--- config.mk ---
export PLATFORM = sky130hd
export DESIGN_NAME = ex_div
export DESIGN_NICKNAME = d
export VERILOG_FILES = /design/src/rtl/ex_div.sv
export SDC_FILE = /design/constraint.sdc
export NUM_CORES = 1
export LEC_CHECK = 0
export BUFFER_PORTS_ARGS = -buffer_cell sky130_fd_sc_hd__buf_4
export CAP_MARGIN = 20
export CORE_MARGIN = 2
export CORE_UTILIZATION = 45
export CTS_CLUSTER_SIZE = 8
export DETAILED_ROUTE_END_ITERATION = 6
export GPL_TIMING_DRIVEN = 0
export HOLD_SLACK_MARGIN = 0.02
export SLEW_MARGIN = 20
export SYNTH_ARGS = -nofsm -noshare
export SYNTH_HDL_FRONTEND = slang
export SYNTH_SLANG_ARGS = --single-unit
--- constraint.sdc ---
create_clock -name cpu_clk_75M -period 7 [get_ports cpu_clk_75M]
set_clock_uncertainty 0.15 [all_clocks]
set_input_delay 0.7 -clock cpu_clk_75M [delete_from_list [all_inputs] [get_ports cpu_clk_75M]]
set_output_delay 0.7 -clock cpu_clk_75M [all_outputs]
set_load 0.03 [all_outputs]
--- src/rtl/ex_div.sv ---
// rtl/ex_div.sv - multi-cycle restoring divider for the EX stage (DIV/DIVU), {remainder, quotient} result
module ex_div #(
  parameter int DATA_W = 32
) (
  input  logic                  cpu_clk_75M,
  input  logic                  cpu_rst,
  input  logic                  div_start,
  input  logic                  signed_div,
  input  logic [DATA_W-1:0]     div_opdata1,
  input  logic [DATA_W-1:0]     div_opdata2,
  input  logic                  annul,
  output logic [2*DATA_W-1:0]   div_result,
  output logic                  div_ready,
  output logic                  stallreq_div
);

  typedef enum logic [1:0] {FREE, BYZERO, ON, END} state_t;

  state_t              state;
  logic [5:0]          cnt;
  logic [2*DATA_W:0]   work;
  logic [DATA_W-1:0]   divisor;
  logic                neg_quo;
  logic                neg_rem;

  logic [DATA_W-1:0]   op1_abs;
  logic [DATA_W-1:0]   op2_abs;
  logic [DATA_W:0]     diff;
  logic [2*DATA_W:0]   work_step;
  logic [DATA_W-1:0]   quo;
  logic [DATA_W-1:0]   rem;
  logic [DATA_W-1:0]   quo_fix;
  logic [DATA_W-1:0]   rem_fix;

  assign op1_abs = (signed_div && div_opdata1[DATA_W-1]) ? (~div_opdata1 + 1'b1) : div_opdata1;
  assign op2_abs = (signed_div && div_opdata2[DATA_W-1]) ? (~div_opdata2 + 1'b1) : div_opdata2;

  // Upper half holds the partial remainder, lower half collects quotient bits as the dividend shifts out.
  assign diff      = {1'b0, work[2*DATA_W-1:DATA_W]} - {1'b0, divisor};
  assign work_step = diff[DATA_W] ? {work[2*DATA_W-1:0], 1'b0}
                                  : {diff[DATA_W-1:0], work[DATA_W-1:0], 1'b1};
  assign quo       = work_step[DATA_W-1:0];
  assign rem       = work_step[2*DATA_W:DATA_W+1];
  assign quo_fix   = neg_quo ? (~quo + 1'b1) : quo;
  assign rem_fix   = neg_rem ? (~rem + 1'b1) : rem;

  assign stallreq_div = div_start & ~div_ready & ~annul;

  always_ff @(posedge cpu_clk_75M or posedge cpu_rst) begin
    if (cpu_rst) begin
      state      <= FREE;
      cnt        <= 6'd0;
      work       <= '0;
      divisor    <= '0;
      neg_quo    <= 1'b0;
      neg_rem    <= 1'b0;
      div_result <= '0;
      div_ready  <= 1'b0;
    end else begin
      case (state)
        FREE: begin
          if (div_start && !annul) begin
            if (div_opdata2 == '0) begin
              state <= BYZERO;
            end else begin
              state   <= ON;
              cnt     <= 6'd0;
              work    <= {{DATA_W{1'b0}}, op1_abs, 1'b0};
              divisor <= op2_abs;
              neg_quo <= signed_div & (div_opdata1[DATA_W-1] ^ div_opdata2[DATA_W-1]);
              neg_rem <= signed_div & div_opdata1[DATA_W-1];
            end
          end
        end
        BYZERO: begin
          if (annul) begin
            state <= FREE;
          end else begin
            state      <= END;
            div_result <= '0;
            div_ready  <= 1'b1;
          end
        end
        ON: begin
          if (annul) begin
            state <= FREE;
            cnt   <= 6'd0;
          end else begin
            work <= work_step;
            cnt  <= cnt + 6'd1;
            if (cnt == 6'(DATA_W - 1)) begin
              state      <= END;
              div_result <= {rem_fix, quo_fix};
              div_ready  <= 1'b1;
            end
          end
        end
        END: begin
          if (!div_start || annul) begin
            state      <= FREE;
            div_result <= '0;
            div_ready  <= 1'b0;
          end
        end
        default: state <= FREE;
      endcase
    end
  end

endmodule
# --- Word-level counts from Yosys, hierarchy flattened ---
# Cells that the tools add are included.
word_totals:
  register_bits: 171
  in_bits: 69
  out_inout_bits: 66
  wordCells: 82
classes:
  addsub: 6
  n_eq_ne: 11
  muxes: 30
  n_bitwise: 12
  reduce_logical: 15
ops:
  columns: ["operator", "count"]
  rows:
  - ["64-bit two-way mux", 7]
  - ["64-bit case mux with 3 select lines", 1]
  - ["32-bit by 1-bit adder with 32-bit output (second input constant)", 4]
  - ["32-bit two-way mux", 4]
  - ["32-bit NOT", 4]
  - ["64-bit case mux with 2 select lines", 1]
  - ["65-bit two-way mux", 1]
  - ["32-bit by 32-bit subtractor with 33-bit output", 1]
  - ["32-bit zero test", 1]
  - ["6-bit two-way mux", 3]
  - ["2-bit two-way mux", 6]
  - ["2-bit != test (second input constant)", 6]
  - ["6-bit case mux with 2 select lines", 1]
  - ["3-bit AND reduction", 3]
  - ["2-bit case mux with 4 select lines", 1]
  - ["6-bit by 1-bit adder with 6-bit output (second input constant)", 1]
  - ["6-bit by 5-bit == test with 1-bit output (second input constant)", 1]
  - ["5-bit AND reduction", 1]
  - ["1-bit bitwise AND", 4]
  - ["2-bit == test (second input constant)", 2]
  - ["1-bit two-way mux", 4]
  - ["4-bit AND reduction", 1]
  - ["1-bit logical AND", 3]
  - ["3-bit != test (second input constant)", 1]
  - ["9 further kinds", 12]

# --- Depth between registers and ports, before layout ---
# Gate-level depths: netlist of run 1.
logic_depth:
  word_depth: 8
  ltp_mapped: 26
  ltp_nobuf: 21

# --- Worst setup path before layout of run 1 ---
# OpenSTA, ideal clock, no wires.
synth_timing:
  path_kind: "register -> register"
  from: "register work[32]"
  to: "register div_result[60]"
  setup_ns: 0.133
  t_arrival_ns: 4.724
  t_required_ns: 6.717
  path_slack_ns: 1.992
  stages_incl_launch_ff: 26
  n_path_buf: 4
  period_less_slack_ns: 5.008
  cell_sequence: "dfrtp_1 inv_1 ha_1 fa_1 nand2b_1 a211oi_2 o21a_2 o2111ai_4 nand2_4 clkbuf_1 buf_6 buf_6 clkbuf_1 nand2_1 o21ai_0 ha_1 nand2_1 nor2_1 nand2_1 nor3_1 a41oi_1 a211oi_1 nand4_1 o31ai_1 xor2_1 o21ai_0"
synth_between:
  elab_chain_len: 8
synth_lines:
  columns: ["item", "line", "source"]
  rows:
  - ["from (decl)", "21", "logic [2*DATA_W:0] work;"]
  - ["from (signal assigned)", "68", "work <= {{DATA_W{1'b0}}, op1_abs, 1'b0};"]
  - ["from (signal assigned)", "89", "work <= work_step;"]
  - ["32-bit by 32-bit subtractor with 33-bit output", "39", "assign diff = {1'b0, work[2*DATA_W-1:DATA_W]} - {1'b0, divisor};"]
  - ["65-bit two-way mux *", "40", "assign work_step = diff[DATA_W] ? {work[2*DATA_W-1:0], 1'b0}"]
  - ["32-bit NOT", "45", "assign rem_fix = neg_rem ? (~rem + 1'b1) : rem;"]
  - ["32-bit by 1-bit adder with 32-bit output", "45", null]
  - ["32-bit two-way mux *", "45", null]
  - ["64-bit two-way mux *", "91", "if (cnt == 6'(DATA_W - 1)) begin"]
  - ["64-bit two-way mux *", "85", "if (annul) begin"]
  - ["64-bit case mux with 3 select lines *", "60", "case (state)"]
  - ["to (signal assigned)", "93", "div_result <= {rem_fix, quo_fix};"]
  - ["to (decl)", "12", "output logic [2*DATA_W-1:0] div_result,"]
# Every way passes the cells marked *; elsewhere a longest branch is shown, timed or not. The select of a mux whose other input is x is not followed.
# A chain may end at the register's enable or synchronous reset.

# --- Final worst setup path of run 1 ---
# Same ends and word-level chain as after synthesis.

==> results of run 1 <==
## worst max-delay path: cells and delay by family (launching register included)
kind,cells,cell delay (ns)
adder cells (fa/ha/maj),3,0.90
flip-flops,1,0.56
AND/OR/NAND/NOR,8,1.35
buffers and inverters,4,0.98
XOR/XNOR,1,0.22
AO/OA/AOI/OAI,8,1.99
## final timing paths
| path | start | end | slack, ns | cells past startpoint |
|---|---|---|---|---|
| worst max-delay path | work[32]$_DFFE_PP0P_ | div_result[60]$_DFFE_PP0P_ | 0.68 | 24 |
| worst min-delay path | cpu_rst | div_result[16]$_DFFE_PP0P_ | 0.15 | 2 |
| worst max register to register | work[32]$_DFFE_PP0P_ | div_result[60]$_DFFE_PP0P_ | 0.68 | 24 |
| worst min register to register | div_result[10]$_DFFE_PP0P_ | div_result[10]$_DFFE_PP0P_ | 0.33 | 2 |
| max in group asynchronous | cpu_rst | divisor[15]$_DFFE_PP0P_ | 5.67 | 3 |
| min in group cpu_clk_75M | div_result[10]$_DFFE_PP0P_ | div_result[10]$_DFFE_PP0P_ | 0.33 | 2 |
## cells in the final DEF (no fill, tap or decap), types with 7 or more instances in the layout
cell / instances
nand2_1: 234
o21ai_0: 187
dfrtp_1: 171
a21oi_1: 143
nor2_1: 140
buf_4: 132
xnor2_1: 67
inv_1: 61
xor2_1: 60
clkbuf_1: 45
ha_1: 42
nor3_1: 32
o31ai_1: 20
nand3_1: 19
or3_1: 19
clkbuf_16: 17
buf_2: 16
a21o_1: 16
mux2i_1: 16
nand2b_1: 15
o41ai_1: 12
a31oi_1: 12
and2_1: 11
nor4_1: 10
o211ai_1: 9
o21a_1: 9
a21boi_0: 9
a22o_1: 9
or4_1: 8
nand4_1: 8
and3_1: 8
o21ai_1: 7
nor2b_1: 7
## flip-flops by register name, indices dropped and copies added (netlist names)
register and flops:
cnt 6, div_ready 1, div_result 64, divisor 32
neg_quo 1, neg_rem 1, state 2, work 64
## stage by stage
stage	instance area, sq um	total power, uW
after global placement	13700	4740
after detailed placement	13700	4800
final	14300	5780
after global routing	14300	6210
after floorplan	12300	3770
after CTS	14300	5770
## routing by layer
metal / wire [microns] / vias to the layer above / part of all wire, % / GRT usage (%)
met1: 19100 / 5569 / 50 / 42.0
met5: 0 / - / 0 / 0
met4: 490 / 0 / 1.3 / 5.20
met2: 15900 / 388 / 42 / 39.1
met3: 2560 / 23 / 6.7 / 3.30
li1: - / 5745 / - / -
## power breakdown
part	switching [uW]	internal (uW)	leakage (uW)
sequential	317	1310	0.00222
combinational	2060	1120	0.00391
clock	484	487	0.000287
total	2870	2910	0.00642
## cell type report
cell class	count	area, sq um	share of cell area [%]
clock buffers	18	439	3.07
clock inverters	14	154	1.07
well taps	341	427	2.98
flip-flops and latches	171	4280	29.9
multi-input cells	1231	7410	51.7
repair buffers	133	1020	7.11
plain buffers	71	353	2.46
inverters	63	246	1.72
## cell families (layout without fill, tap and decap cells)
group	count (synthesis)	after routing	synth area share, %
AOI/OAI and AO/OA	495	495	24.7
xor gates and xnor gates	127	127	9.07
adders and majority gates	43	43	4.45
buffers and inverters	135	299	4.86
DFF	171	171	34.9
muxes	19	19	1.58
and+or+nand+nor	547	547	20.5
==> Implementation_results.wiki, run 1 <==
{| class="wikitable"
! Metric !! Value
|-
| WL final || 38100 microns
|-
| Overall die area || 28600 sq um
|-
| Slew of the pin with the lowest slew margin || 0.860 ns
|-
| Clk root buf || clkbuf_16
|-
| Initial core utilization || 45.6%
|-
| Clock-pin transition on the worst setup and hold timing paths || 0.08 ns
|-
| Area of the core region || 26900 sq um
|-
| DRC violations left || 0
|-
| Max cap viols || 0
|-
| Dominant cell type by count on the critical path || nand2_1
|-
| Critical path's largest stage delay || 0.56 ns
|-
| Resize count post-CTS || 0
|-
| Final setup fails || 0
|-
| IR Drop Worst-Case VDD || 0.000181 V
|-
| Share of the core filled with cells || 53.3%
|-
| Die outline width || 169 microns
|-
| Largest fanout of any net on the critical path || 15
|-
| Number of vias per cell after detailed routing || 5.74
|-
| Share of the clock period used by the worst path || 90.3%
|-
| Post-synth ARST share || 100%
|-
| Number of cells after detailed placement || 2011
|-
| Site Rows || 60
|-
| Maximum number of pins on one net before global-route repair || 99
|-
| H-tree levels || 4
|-
| Die height || 169 microns
|-
| Register bit count reported by yosys || 171
|-
| Pwr per Cell Area || 403 nW/um^2
|-
| Cell with the most instances after synthesis || nand2_1
|-
| Cell taking the most area after synthesis || dfrtp_1
|-
| Wire length of the first global-routing pass || 59800 microns
|-
| Buffer count from post-CTS setup fixing || 0
|-
| Number of antenna violations at the first check in global routing || 0
|-
| Worst endpoint required time || 7.15 ns
|-
| Most frequently used flop master after synthesis || dfrtp_1
|-
| Average routed wire per standard cell || 18.6 microns
|-
| CP Capture Type || flop
|-
| Number of placed I/O pins || 135
|-
| Setup repair after global routing missed its margin || false
|-
| Detailed-router iteration count before antenna repair || 6
|-
| Syn Std Cell Area || 12300 sq um
|-
| Routability-driven placement congestion ratio || 0.920
|-
| Min Tclk post-route || 6.32 ns
|-
| Number of port buffers || 132
|-
| Number of buffers inserted during clock tree synthesis || 17
|-
| Number of global-route vias before repair || 10700
|-
| Category of the most critical setup path || flop to flop
|-
| Post-detail-place hpwl || 30100 microns
|-
| Count of warnings emitted by yosys || 0
|-
| Fill count || 2676
|-
| Post-Syn Instances || 1537
|-
| Run status || completed
|-
| Routed vias || 11700
|-
| Type of element launching the critical path || flop
|-
| Seq/Total Area, Yosys || 34.9%
|-
| Highest achievable clock rate || 158 MHz
|-
| Pins over their slew limit || 0
|-
| Top area cells in the synthesized netlist || dfrtp_1 35%, o21ai_0 7.6%, nand2_1 7.2%
|-
| Number of cells in the finished layout apart from fillers || 2042
|-
| Ant. Diodes || 0
|-
| Synthesis-to-finish area growth || 16.8%
|-
| Data arrival, critical path || 6.48 ns
|-
| Pre-CTS setup slack || 0.363 ns
|-
| Final count of hold timing violations || 0
|-
| Master of the slowest instance on the critical path || dfrtp_1
|-
| Buffers from clock root to sink, at most || 2
|-
| Fraction of synthesized cell area taken by the top area cell type || 34.9%
|-
| Overall track demand over capacity in global routing || 26.7%
|-
| Post-route setup TNS || 0 ns
|-
| Remaining global-route overflow || 0
|-
| Leak Pwr || 0.00642 uW
|-
| Clock tree from TritonCTS || built
|-
| Share of post-route cells with drive strength above 1 || 13.3%
|-
| Classification of the worst-slack hold path || input pin to async pin
|-
| Worst Hold Slack || 0.152 ns
|-
| Cell-by-cell trace of the critical path || inv_1 > ha_1 > fa_1 > nand2b_1 > a211oi_2 > o21a_2 > o2111ai_4 > nand2_4 > buf_6 > buf_6 > clkbuf_1 > nand2_1 > o21ai_0 > ha_1 > nand2_1 > nor2_1 > nand2_1 > nor3_1 > a41oi_1 > a211oi_1 > nand4_1 > o31ai_1 > xor2_1 > o21ai_0
|-
| Number of unique standard cell types used by synthesis || 88
|-
| Post-cts hold buffer count || 0
|-
| Net Count, Synth || 1649
|-
| Worst path setup slack after routing || 0.679 ns
|-
| Final net count || 1800
|-
| Starting DRT DRC Count || 1178
|-
| Mean area per synthesized cell || 7.98 sq um
|-
| Top cell types by occurrence after synthesis || 234 x nand2_1, 187 x o21ai_0, 171 x dfrtp_1, 143 x a21oi_1, 140 x nor2_1
|-
| Clock Sink Count || 171
|-
| Number of nets with antenna violations after detailed routing || 0
|-
| EDFF count, synth || 0
|-
| Clock latency on the worst-skew pair || 0.44 ns
|-
| Normalized max-slew margin || 42.7%
|}
No activity file was read; power rests on OpenSTA's default activity.
==> run 2: changes to the inputs <==
Settings changed: ABC_AREA set to 1, BUFFER_PORTS_ARGS -buffer_cell sky130_fd_sc_hd__buf_4 to -buffer_cell sky130_fd_sc_hd__buf_2.
==> run 2 against run 1 <==
Combinational power grew 4%. Maximum frequency grew 18%. First-iteration DRC count shrank 6.1%. Clock power grew 6%. Routed wire length grew 24%. Critical path depth grew 1. Utilization shrank 0.92 points. Global-route usage grew 4.6 points.
==> Implementation_results.wiki, run 2 <==
{| class="wikitable"
! Metric !! Value
|-
| Share of the clock period used by the worst path || 76.3%
|-
| Cell taking the most area after synthesis || dfrtp_1
|-
| Clock-pin transition on the worst setup and hold timing paths || 0.08 ns
|-
| Min Tclk post-route || 5.34 ns
|-
| Normalized max-slew margin || 39.2%
|-
| Area of the core region || 28900 sq um
|-
| Die height || 176 microns
|-
| Share of the core filled with cells || 52.4%
|-
| Number of unique standard cell types used by synthesis || 62
|-
| Classification of the worst-slack hold path || input pin to async pin
|-
| Resize count post-CTS || 0
|-
| Top area cells in the synthesized netlist || dfrtp_1 32%, nand2_1 19%, inv_1 7.8%
|-
| Worst setup slack for register-to-register paths || 1.66 ns
|-
| DRC violations left || 0
|-
| Cell with the most instances after synthesis || nand2_1
|-
| GR Layer Usage met1 || 45.9%
|-
| Synthesis-to-finish area growth || 13.8%
|-
| Routed vias || 13900
|-
| Detailed-router iteration count before antenna repair || 5
|-
| Largest fanout of any net on the critical path || 10
|-
| Clk root buf || clkbuf_16
|-
| Worst flop-to-flop path startpoint || divisor[27]$_DFFE_PP0P_
|-
| Clock tree from TritonCTS || built
|-
| Die outline width || 176 microns
|-
| H-tree levels || 4
|-
| Worst endpoint required time || 7.17 ns
|-
| WL final || 47300 microns
|-
| Number of antenna violations at the first check in global routing || 0
|-
| Final net count || 2327
|-
| Slew of the pin with the lowest slew margin || 0.912 ns
|-
| Setup repair after global routing missed its margin || false
|-
| Average routed wire per standard cell || 18.1 microns
|-
| Highest achievable clock rate || 187 MHz
|-
| Site Rows || 62
|-
| Post-synth ARST share || 100%
|-
| Run status || completed
|-
| Number of nets with antenna violations after detailed routing || 0
|-
| Met2 Track Usage GR || 47.2%
|-
| Number of global-route vias before repair || 13100
|-
| Routability-driven placement congestion ratio || 0.949
|-
| Biggest registers after layout || div_result (64), work (64), divisor (32)
|-
| Seq/Total Area, Yosys || 32.1%
|-
| Worst setup path start || divisor[27]$_DFFE_PP0P_
|-
| Clock Sink Count || 171
|-
| Count of warnings emitted by yosys || 0
|-
| Top cell types by occurrence after synthesis || 675 x nand2_1, 277 x inv_1, 171 x dfrtp_1, 168 x nor2_1, 151 x o21ai_0
|-
| Most frequently used flop master after synthesis || dfrtp_1
|-
| Share of post-route cells with drive strength above 1 || 12.1%
|-
| Overall track demand over capacity in global routing || 31.2%
|-
| Number of port buffers || 134
|-
| Maximum number of pins on one net before global-route repair || 101
|-
| Worst path setup slack after routing || 1.66 ns
|-
| Number of vias per cell after detailed routing || 5.33
|-
| Category of the most critical setup path || flop to flop
|-
| Pwr per Cell Area || 393 nW/um^2
|-
| Overall power consumption || 5950 uW
|-
| EDFF count, synth || 0
|-
| Commonest non-fill, non-tap cells in the layout || 675 x nand2_1, 276 x inv_1, 171 x dfrtp_1, 168 x nor2_1, 151 x o21ai_0
|-
| Type of element launching the critical path || flop
|-
| Number of buffers inserted during clock tree synthesis || 17
|-
| Max cap viols || 0
|-
| Remaining global-route overflow || 0
|-
| Fraction of synthesized cell area taken by the top area cell type || 32.1%
|-
| Clock latency on the worst-skew pair || 0.46 ns
|-
| Post-Syn Instances || 2060
|-
| Starting DRT DRC Count || 1106
|-
| Initial core utilization || 46.0%
|-
| IR Drop Worst-Case VDD || 0.000260 V
|-
| Leak Pwr || 0.00831 uW
|-
| Wire length of the first global-routing pass || 74100 microns
|-
| Pins over their slew limit || 0
|-
| GR Layer Usage met3 || 5.53%
|-
| Register bit count reported by yosys || 171
|-
| Net Count, Synth || 2172
|-
| FF-to-FF path depth || 25
|-
| Worst setup path endpoint || div_result[30]$_DFFE_PP0P_
|-
| Final count of hold timing violations || 0
|-
| Commonest non-fill, non-tap cell in the layout || nand2_1
|-
| Ant. Diodes || 0
|-
| Overall die area || 31000 sq um
|-
| Final setup fails || 0
|-
| Mean area per synthesized cell || 6.47 sq um
|-
| Post-cts hold buffer count || 0
|-
| Number of placed I/O pins || 135
|-
| Syn Std Cell Area || 13300 sq um
|-
| Post-detail-place hpwl || 37800 microns
|-
| Buffers from clock root to sink, at most || 2
|-
| CP Capture Type || flop
|-
| Highest-utilization routing layer at the global route stage || met2
|-
| Buffer count from post-CTS setup fixing || 0
|-
| Pre-CTS setup slack || 1.81 ns
|-
| Data arrival, critical path || 5.51 ns
|-
| RR Endpoint || div_result[30]$_DFFE_PP0P_
|}
[run 2: cell count changes after synthesis, sizes merged, moves of 18 or more]
cell / delta
o22ai: +21
or3: -21
xnor2: -52
a21oi: -79
nand2: +471
inv: +230
o21ai: -20
nor2: +40
o31ai: -18
nand3: +122
[run 2: power breakdown]
| group | switching (uW) | leakage (uW) | total (uW) | internal, uW |
|---|---|---|---|---|
| Combinational | 2390 | 0.00576 | 3310 | 923 |
| Clock | 486 | 0.000302 | 1030 | 548 |
| Sequential | 282 | 0.00225 | 1610 | 1320 |
[run 2: per-stage QoR]
step | std cells | hold slack (ns) | TNS (ns) | area (sq um)
after floorplan | 2060 | 0.300 | 0 | 13300
after CTS | 2612 | 0.250 | 0 | 15200
after detailed placement | 2580 | 0.313 | 0 | 14500
after global placement | 2578 | 0.310 | -108.80 | 14500
after global routing | 2612 | 0.271 | 0 | 15200
final | 2612 | 0.229 | 0 | 15200
[run 2: area by class of cell]
cell class / count / area (sq um)
well taps: 384 / 480
clock inverters: 15 / 195
repair buffers: 136 / 726
flip-flops and latches: 171 / 4280
fillers: 2995 / 13800
plain buffers: 63 / 297
multi-input cells: 1529 / 7630
clock buffers: 17 / 425
inverters: 297 / 1120
[run 2: metal layers]
metal,part of all wire [%],up-vias
met5,0,-
met4,2.1,0
met3,6.2,55
met2,43,421
met1,49,6565
li1,-,6886
[run 2: critical path, cell delays in order, from the launching register on]
cell	delay, ns
dfrtp_1	0.36
inv_1	0.19
ha_1	0.35
nand2_2	0.13
inv_1	0.04
nand2_1	0.06
nand2_1	0.07
nand2_1	0.06
nand2_1	0.09
a21oi_4	0.38
nand2_8	0.14
inv_2	0.16
buf_2	0.32
ha_1	0.23
nand3_1	0.12
nor3_2	0.15
inv_1	0.07
nor3_2	0.35
nand3_1	0.26
nor2_1	0.24
a21oi_1	0.11
inv_1	0.09
o21ai_0	0.22
or2_0	0.31
o21ai_1	0.45
nand2_1	0.09
[run 2: worst min-delay path by stage]
| stage | end | slack [ns] | cells after the start | startpoint |
|---|---|---|---|---|
| 3_3_place_gp | div_result[55]$_DFFE_PP0P_ | 0.31 | 2 | div_result[55]$_DFFE_PP0P_ |
| 3_5_place_dp | div_result[30]$_DFFE_PP0P_ | 0.31 | 2 | div_result[30]$_DFFE_PP0P_ |
| 4_1_cts | divisor[13]$_DFFE_PP0P_ | 0.25 | 3 | cpu_rst |
| 6_report | divisor[16]$_DFFE_PP0P_ | 0.23 | 3 | cpu_rst |
| 2_1_floorplan | work[31]$_DFFE_PP0P_ | 0.30 | 2 | work[31]$_DFFE_PP0P_ |
| 5_1_grt | divisor[13]$_DFFE_PP0P_ | 0.27 | 3 | cpu_rst |
[run 2: cell families after synthesis]
group / synth area share [%]
AOI/OAI and AO/OA: 13.0
xor gates and xnor gates: 4.54
adders and majority gates: 4.10
buffers and inverters: 10.6
DFF: 32.1
and+or+nand+nor: 35.7
==> run 3: changes to the inputs <==
Clock period 7 ns to 5.6 ns, I/O delays scaled along.
==> run 3 against run 2 <==
Setup slack got worse by 1.3 ns. Largest power group unchanged. Clock power rose by 25%. Critical path type unchanged. Final cell count did not move. Sequential cell count did not move. Critical path depth did not move. Register-to-register slack got worse by 1.3 ns. Maximum frequency rose by 2.7%. Cell area barely moved. Worst hold slack got worse by 0.14 ns.
==> Implementation_results.wiki, run 3 (synthesis results as in run 2) <==
{| class="wikitable"
! Metric !! Value
|-
| Min Tclk post-route || 5.20 ns
|-
| DRC violations left || 0
|-
| Run status || completed
|-
| Pins over their slew limit || 0
|-
| Site Rows || 62
|-
| Share of post-route cells with drive strength above 1 || 12.1%
|-
| Worst endpoint required time || 5.78 ns
|-
| Classification of the worst-slack hold path || input pin to async pin
|-
| Biggest registers after layout || div_result (64), work (64), divisor (32)
|-
| Final setup fails || 0
|-
| Type of element launching the critical path || flop
|-
| Routed vias || 13900
|-
| Pwr per Cell Area || 491 nW/um^2
|-
| Area of the core region || 28900 sq um
|-
| Wire length of the first global-routing pass || 74100 microns
|-
| Commonest non-fill, non-tap cells in the layout || 675 x nand2_1, 276 x inv_1, 171 x dfrtp_1, 168 x nor2_1, 151 x o21ai_0
|-
| Average routed wire per standard cell || 18.1 microns
|-
| Setup repair after global routing missed its margin || false
|-
| Final count of hold timing violations || 0
|-
| Number of vias per cell after detailed routing || 5.32
|-
| Number of cells in the finished layout apart from fillers || 2612
|-
| WL final || 47200 microns
|-
| H-tree levels || 4
|-
| Normalized max-slew margin || 39.4%
|-
| Clock tree from TritonCTS || built
|-
| Overall die area || 31000 sq um
|-
| Number of buffers inserted during clock tree synthesis || 17
|-
| Overall track demand over capacity in global routing || 31.2%
|-
| Share of the clock period used by the worst path || 92.9%
|-
| Layout Cell Area excl Fill || 15200 sq um
|-
| Buffers from clock root to sink, at most || 2
|-
| Die height || 176 microns
|-
| Highest achievable clock rate || 192 MHz
|-
| Maximum number of pins on one net before global-route repair || 101
|-
| Total placed instance area || 14500 sq um
|-
| Detailed-router iteration count before antenna repair || 6
|-
| Number of nets with antenna violations after detailed routing || 0
|-
| Area taken by flip-flops and latches || 4280 sq um
|-
| Category of the most critical setup path || flop to flop
|-
| Ant. Diodes || 0
|-
| RR Endpoint || div_result[30]$_DFFE_PP0P_
|-
| Synthesis-to-finish area growth || 13.8%
|-
| Post-detail-place hpwl || 37800 microns
|-
| Leak Pwr || 0.00831 uW
|-
| Fill count || 2996
|-
| Routability-driven placement congestion ratio || 0.949
|-
| Largest fanout of any net on the critical path || 10
|-
| Die outline width || 176 microns
|-
| Overall power consumption || 7440 uW
|-
| Data arrival, critical path || 5.38 ns
|-
| Clock latency on the worst-skew pair || 0.46 ns
|-
| Number of placed I/O pins || 135
|-
| Buffer count from post-CTS setup fixing || 0
|-
| IR Drop Worst-Case VDD || 0.000321 V
|-
| Number of global-route vias before repair || 13100
|-
| Clk root buf || clkbuf_16
|-
| Pre-CTS setup slack || 0.414 ns
|-
| Area of the multi-input gates || 7630 sq um
|-
| Number of port buffers || 134
|-
| Initial core utilization || 46.0%
|-
| Post-route setup TNS || 0 ns
|-
| Final net count || 2327
|-
| Worst flop-to-flop path startpoint || divisor[27]$_DFFE_PP0P_
|-
| Remaining global-route overflow || 0
|-
| CP Capture Type || flop
|-
| Commonest non-fill, non-tap cell in the layout || nand2_1
|-
| Slew of the pin with the lowest slew margin || 0.909 ns
|-
| FF-to-FF path depth || 25
|-
| Starting DRT DRC Count || 1140
|-
| Worst setup slack for register-to-register paths || 0.40 ns
|-
| Clock Sink Count || 171
|-
| Clock-pin transition on the worst setup and hold timing paths || 0.08 ns
|-
| Max cap viols || 0
|-
| Number of antenna violations at the first check in global routing || 0
|-
| Number of cells after detailed placement || 2580
|-
| Worst path setup slack after routing || 0.399 ns
|}
-- run 3: where the power goes --
part           leakage, uW  total, uW  switching, uW  internal, uW
Combinational      0.00576       4150           2990          1150
Clock             0.000302       1290            608           684
Sequential         0.00225       2010            351          1660
Total              0.00831       7440           3950          3490
-- run 3: layout make-up --
type	instances	area share, %
inverter	297	7.41
sequential	171	28.2
timing repair buffer	136	4.79
multi-input combinational	1529	50.3
tap	384	3.17
buffer	63	1.96
clock buffer	17	2.81
clock inverter	15	1.29
-- run 3: critical path, cell delays in order (launching register included) --
cell	delay, ns
dfrtp_1	0.36
inv_1	0.19
ha_1	0.35
nand2_2	0.13
inv_1	0.04
nand2_1	0.06
nand2_1	0.07
nand2_1	0.06
nand2_1	0.09
a21oi_4	0.38
nand2_8	0.14
inv_2	0.16
buf_2	0.32
ha_1	0.23
nand3_1	0.12
nor3_2	0.15
inv_1	0.07
nor3_2	0.36
nand3_1	0.27
nor2_1	0.24
a21oi_1	0.11
inv_1	0.08
o21ai_0	0.22
or2_0	0.32
o21ai_2	0.30
nand2_1	0.08
-- run 3: timing repair --
action                     4_1_cts  5_1_grt
hold buffers                     0        0
setup endpoints to repair        0        1
hold endpoints to repair         0        0
gates resized for setup          0        1
-- run 3: worst max-delay path by stage --
stage,endpoint,from,depth (start not counted)
after floorplan,cnt[0]$_DFFE_PP0P_,cpu_rst,1
after global placement,div_result[4]$_DFFE_PP0P_,cpu_rst,2
after detailed placement,div_result[30]$_DFFE_PP0P_,divisor[27]$_DFFE_PP0P_,25
after CTS,div_result[30]$_DFFE_PP0P_,divisor[27]$_DFFE_PP0P_,25
after global routing,div_result[30]$_DFFE_PP0P_,work[32]$_DFFE_PP0P_,27
final,div_result[30]$_DFFE_PP0P_,divisor[27]$_DFFE_PP0P_,25
-- run 3: metrics by stage --
stage | hold WS (ns) | utilization [%]
after floorplan | 0.300 | -
after global placement | 0.310 | 50.0
after detailed placement | 0.313 | 50.2
after CTS | 0.110 | 52.4
after global routing | 0.131 | 52.4
final | 0.0871 | 52.4
-- run 3: per-layer routing --
layer	GRT usage, %	routed length (microns)	vias to the layer above
li1	-	-	6879
met1	45.9	23300	6568
met2	47.2	20200	385
met3	5.53	2730	56
met4	8.44	977	0
met5	0	0	-
